[src/rtl/name_table_fetcher.sv]
// Fetches one 32-tile name-table row per scanline and streams tile indices (1 byte per tile) over valid/ready.
// Coarse horizontal scroll wraps at 32 tiles; each new word costs an ADDR/WAIT/LATCH bubble.
module name_table_fetcher #(
    parameter int ADDR_W = 8,
    parameter int ROWS   = 30,
    parameter int COLS   = 32
) (
    input  logic              clk_i,
    input  logic              rst_i,
    input  logic              line_start_i,
    input  logic [7:0]        line_y_i,
    input  logic [4:0]        scroll_x_i,
    output logic [ADDR_W-1:0] ram_addr_o,
    input  logic [31:0]       ram_rdata_i,
    output logic              tile_valid_o,
    input  logic              tile_ready_i,
    output logic [7:0]        tile_idx_o,
    output logic [4:0]        tile_col_o,
    output logic              tile_last_o,
    output logic              busy_o,
    output logic              line_done_o
);

    typedef enum logic [2:0] {
        IDLE  = 3'd0,
        ADDR  = 3'd1,
        WAIT  = 3'd2,
        LATCH = 3'd3,
        EMIT  = 3'd4,
        DONE  = 3'd5
    } state_t;

    localparam logic [4:0] LAST_K  = 5'(COLS - 1);
    localparam logic [8:0] Y_LIMIT = 9'(ROWS * 8);

    state_t            state_q;
    logic [4:0]        row_q;
    logic [4:0]        sx_q;
    logic [4:0]        k_q;
    logic [31:0]       word_q;
    logic [ADDR_W-1:0] ram_addr_q;
    logic              tile_valid_q;
    logic [7:0]        tile_idx_q;
    logic [4:0]        tile_col_q;
    logic              tile_last_q;
    logic              busy_q;
    logic              line_done_q;

    logic [4:0] col_cur;
    logic [4:0] k_d;
    logic [4:0] col_d;

    // Column arithmetic is 5 bits wide so scroll wraps at 32 tiles for free.
    assign col_cur = sx_q + k_q;
    assign k_d     = k_q + 5'd1;
    assign col_d   = sx_q + k_d;

    function automatic logic [7:0] byte_sel(input logic [31:0] w, input logic [1:0] sel);
        case (sel)
            2'd0:    byte_sel = w[7:0];
            2'd1:    byte_sel = w[15:8];
            2'd2:    byte_sel = w[23:16];
            default: byte_sel = w[31:24];
        endcase
    endfunction

    always_ff @(posedge clk_i) begin
        if (rst_i) begin
            state_q      <= IDLE;
            row_q        <= '0;
            sx_q         <= '0;
            k_q          <= '0;
            word_q       <= '0;
            ram_addr_q   <= '0;
            tile_valid_q <= 1'b0;
            tile_idx_q   <= '0;
            tile_col_q   <= '0;
            tile_last_q  <= 1'b0;
            busy_q       <= 1'b0;
            line_done_q  <= 1'b0;
        end else begin
            case (state_q)
                IDLE: begin
                    if (line_start_i && ({1'b0, line_y_i} < Y_LIMIT)) begin
                        row_q   <= line_y_i[7:3];
                        sx_q    <= scroll_x_i;
                        k_q     <= '0;
                        busy_q  <= 1'b1;
                        state_q <= ADDR;
                    end
                end
                ADDR: begin
                    ram_addr_q <= ADDR_W'({row_q, col_cur[4:2]});
                    state_q    <= WAIT;
                end
                WAIT: begin
                    state_q <= LATCH;
                end
                LATCH: begin
                    word_q       <= ram_rdata_i;
                    tile_idx_q   <= byte_sel(ram_rdata_i, col_cur[1:0]);
                    tile_col_q   <= k_q;
                    tile_last_q  <= (k_q == LAST_K);
                    tile_valid_q <= 1'b1;
                    state_q      <= EMIT;
                end
                EMIT: begin
                    if (tile_ready_i) begin
                        if (k_q == LAST_K) begin
                            tile_valid_q <= 1'b0;
                            tile_last_q  <= 1'b0;
                            line_done_q  <= 1'b1;
                            state_q      <= DONE;
                        end else begin
                            k_q <= k_d;
                            if (col_d[1:0] == 2'd0) begin
                                tile_valid_q <= 1'b0;
                                state_q      <= ADDR;
                            end else begin
                                tile_idx_q  <= byte_sel(word_q, col_d[1:0]);
                                tile_col_q  <= k_d;
                                tile_last_q <= (k_d == LAST_K);
                            end
                        end
                    end
                end
                DONE: begin
                    line_done_q <= 1'b0;
                    busy_q      <= 1'b0;
                    state_q     <= IDLE;
                end
                default: state_q <= IDLE;
            endcase
        end
    end

    assign ram_addr_o   = ram_addr_q;
    assign tile_valid_o = tile_valid_q;
    assign tile_idx_o   = tile_idx_q;
    assign tile_col_o   = tile_col_q;
    assign tile_last_o  = tile_last_q;
    assign busy_o       = busy_q;
    assign line_done_o  = line_done_q;

endmodule

[config.mk]
export PLATFORM = sky130hd
export DESIGN_NAME = name_table_fetcher
export DESIGN_NICKNAME = d
export VERILOG_FILES = /design/src/rtl/name_table_fetcher.sv
export SDC_FILE = /design/constraint.sdc
export NUM_CORES = 1
export LEC_CHECK = 0
export CORE_MARGIN = 5
export CORE_UTILIZATION = 50
export CTS_CLUSTER_DIAMETER = 40
export DETAILED_ROUTE_END_ITERATION = 7
export PLACE_DENSITY = 0.8
export SLEW_MARGIN = 30
export SYNTH_ARGS = -nofsm -noshare
export SYNTH_HDL_FRONTEND = slang
export SYNTH_SLANG_ARGS = --single-unit
[constraint.sdc]
create_clock -name clk_i -period 3.1 [get_ports clk_i]
set_input_delay 0.465 -clock clk_i [delete_from_list [all_inputs] [get_ports clk_i]]
set_output_delay 0.465 -clock clk_i [all_outputs]
set_load 0.01 [all_outputs]
==> impl_metrics.tcl <==
set metrics [dict create \
    outcome "finished clean" \
    ioPinCount 74 \
    power_density_mw_per_mm2 531 \
    synth_cell_types 46 \
    preCtsSetupSlack_ns 0.573 \
    grt_max_degree 47 \
    max_freq_mhz 383 \
    gp_congestion 0.853 \
    num_antenna_cells 0 \
    grt_usage_pct 19.6 \
    rsz0062_at_grt "false" \
    reg2reg_slack_ns 0.49 \
    dp_hpwl_mm 5.70 \
    cp_data_required_time_ns 3.35 \
    overflow 0 \
    first_pass_iters 5 \
    slew_viol_final 0 \
    finalCritPeriodShare_pct 84.3 \
    layout_setup_ws_ns 0.486 \
    routed_wl_mm 7.94 \
    crit_fanout 16 \
    worstSetupEndpointType "flip-flop" \
    drc_errors 0 \
    path_class "flip-flop to flip-flop" \
    min_period_ns 2.61 \
    cts_buffers 9 \
    cts_hold_buf 0 \
    grt_pass1_wl_mm 13.2 \
    io_buffers 70 \
    cp-start-kind "flip-flop" \
    final_hold_viol_count 0 \
    hp-class "flip-flop to flip-flop" \
    cts_tree "built" \
    synth.avg_cell_area_um2 8.48 \
    most-common-layout-cells "nand2_1, clkdlybuf4s50_1, dfxtp_1" \
    die_area_mm2 0.00821 \
    arrival_ns 2.87 \
    via_per_inst 5.61 \
    ys_top_cells_by_area "dfxtp_1, nand2_1, a21oi_1, mux4_2, ha_1" \
    synthArstFlopShare_pct 0 \
    setup_viol 0 \
    drv_cap 0 \
    synth.net_count 445 \
    layout.nets 501 \
    skew_ns 0.00823 \
    ys_seq_area_share_pct 41.3 \
    mostFrequentLayoutCell "nand2_1" \
    netlist_instances 383 \
    coreArea_mm2 0.00635 \
    yosysWarnings 0 \
    cts_resized 0 \
    cts_sinks 67 \
    synth-seq-cells 67 \
    antenna_found_initial 0 \
    clkTransAtPathRegs_ns 0.08 \
    tightest_slew_ns 0.783 \
    syn_area_mm2 0.00325 \
    synth-edff-count 0 \
    rows 29 \
    htree_levels 3 \
    final.setup.tns_ns 0 \
    synth_top_area_share_pct 41.3 \
    grt_pass1_vias 2702 \
    final_layout_size_suffix_gt1_share_pct 7.66 \
    die_h_um 90.6 \
    routedWlPerCell_um 15.2 \
    peakVddDrop_mv 0.313 \
    yosys.area.top_type "dfxtp_1" \
    drt_iter0_markers 173 \
    ant_nets 0 \
    ys.flop_type "dfxtp_1" \
    start_util_pct 51.2 \
    post_cts_buffers 0 \
    leakage_uw 0.00150 \
    vias 2923 \
    hold_slack_ns 0.453 \
    final_core_util_pct 65.9 \
    clock_path_buffers 2 \
    fillCellCount 532 \
    die_x_um 90.6 \
    clk_latency_ns 0.34 \
    syn_to_final_growth_pct 28.8 \
    cts-root-buf "clkbuf_8" \
    maxSlewHeadroom_pct 47.8 \
]
==> power by group <==
group	leakage, µW	switching (µW)	internal [µW]
clock	0.000123	341	557
sequential	0.000543	34.6	905
combinational	0.000838	198	187
total	0.00150	573	1650
==> stage by stage <==
step | total power [µW] | instances | cell area (µm²)
floorplan | 1190 | 383 | 3250
global placement | 1330 | 505 | 3940
detailed placement | 1340 | 505 | 3940
CTS | 2230 | 521 | 4190
global route | 2330 | 521 | 4190
finish | 2220 | 521 | 4190
==> cells by family (layout without fill, tap and decap cells) <==
family	Yosys count	count (layout)	share of synthesized area, %
AOI/OAI and AO/OA	102	102	19.1
and+or+nand+nor	137	137	18.6
DFF	67	67	41.3
buffers and inverters	39	100	5.27
muxes	18	18	8.63
xor gates and xnor gates	7	7	1.89
adders and majority gates	13	13	5.24
==> worst max-delay path: stages, from the launching register on <==
cell and delay (ns):
dfxtp_1 0.41, inv_1 0.11, ha_1 0.35, xnor2_1 0.21, xnor2_1 0.13, ha_1 0.62
nand2_1 0.13, o211ai_1 0.12, o21ai_0 0.18, a211oi_1 0.28
==> routing by layer <==
layer / share of wire, % / wire, µm / global-route usage (%)
met5: 0 / 0 / 0
met4: 1.7 / 136 / 8.31
met3: 4.8 / 384 / 3.50
met2: 48 / 3820 / 31.1
met1: 45 / 3600 / 26.0
==> state kept, by name, summed over array words and instances (netlist names) <==
signal / flops
busy_o: 1
k_q: 5
line_done_o: 1
ram_addr_o: 8
row_q: 5
state_q: 3
sx_q: 5
tile_col_o: 5
tile_idx_o: 8
tile_last_o: 1
tile_valid_o: 1
word_q: 24
==> synth_stat cells (2+ instances only) <==
library cell,instances
nand2_1,71
dfxtp_1,67
a21oi_1,40
nor2_1,32
o21ai_0,19
clkbuf_1,16
a211oi_1,12
ha_1,12
mux2i_1,10
inv_1,9
o211ai_1,9
a22oi_1,8
mux4_2,8
nand3_1,8
buf_2,5
nor3_1,5
buf_1,4
xnor2_1,4
a311oi_1,3
a31oi_1,3
buf_4,3
nor2b_1,3
or4_1,3
xor2_1,3
a21boi_0,2
a21o_1,2
nand3b_1,2
nand4b_1,2
==> area by class of cell <==
cell class	count	area, µm²	area share [%]
Multi-Input combinational cell	277	1740	41.5
Sequential cell	67	1340	32.0
Timing Repair Buffer	74	726	17.3
Clock buffer	10	138	3.29
Clock inverter	6	111	2.66
Tap cell	77	96.3	2.30
Inverter	10	37.5	0.897
==> final timing paths <==
| check | from | endpoint | cells past startpoint |
|---|---|---|---|
| max | k_q[0]$_SDFFE_PP0P_ | tile_idx_o[5]$_SDFFE_PP0P_ | 9 |
| max reg2reg | k_q[0]$_SDFFE_PP0P_ | tile_idx_o[5]$_SDFFE_PP0P_ | 9 |
| min reg2reg | row_q[4]$_SDFFE_PP0P_ | ram_addr_o[7]$_SDFFE_PP0P_ | 2 |
| min | row_q[4]$_SDFFE_PP0P_ | ram_addr_o[7]$_SDFFE_PP0P_ | 2 |
Note: power is estimated with default switching activity, not from simulation.
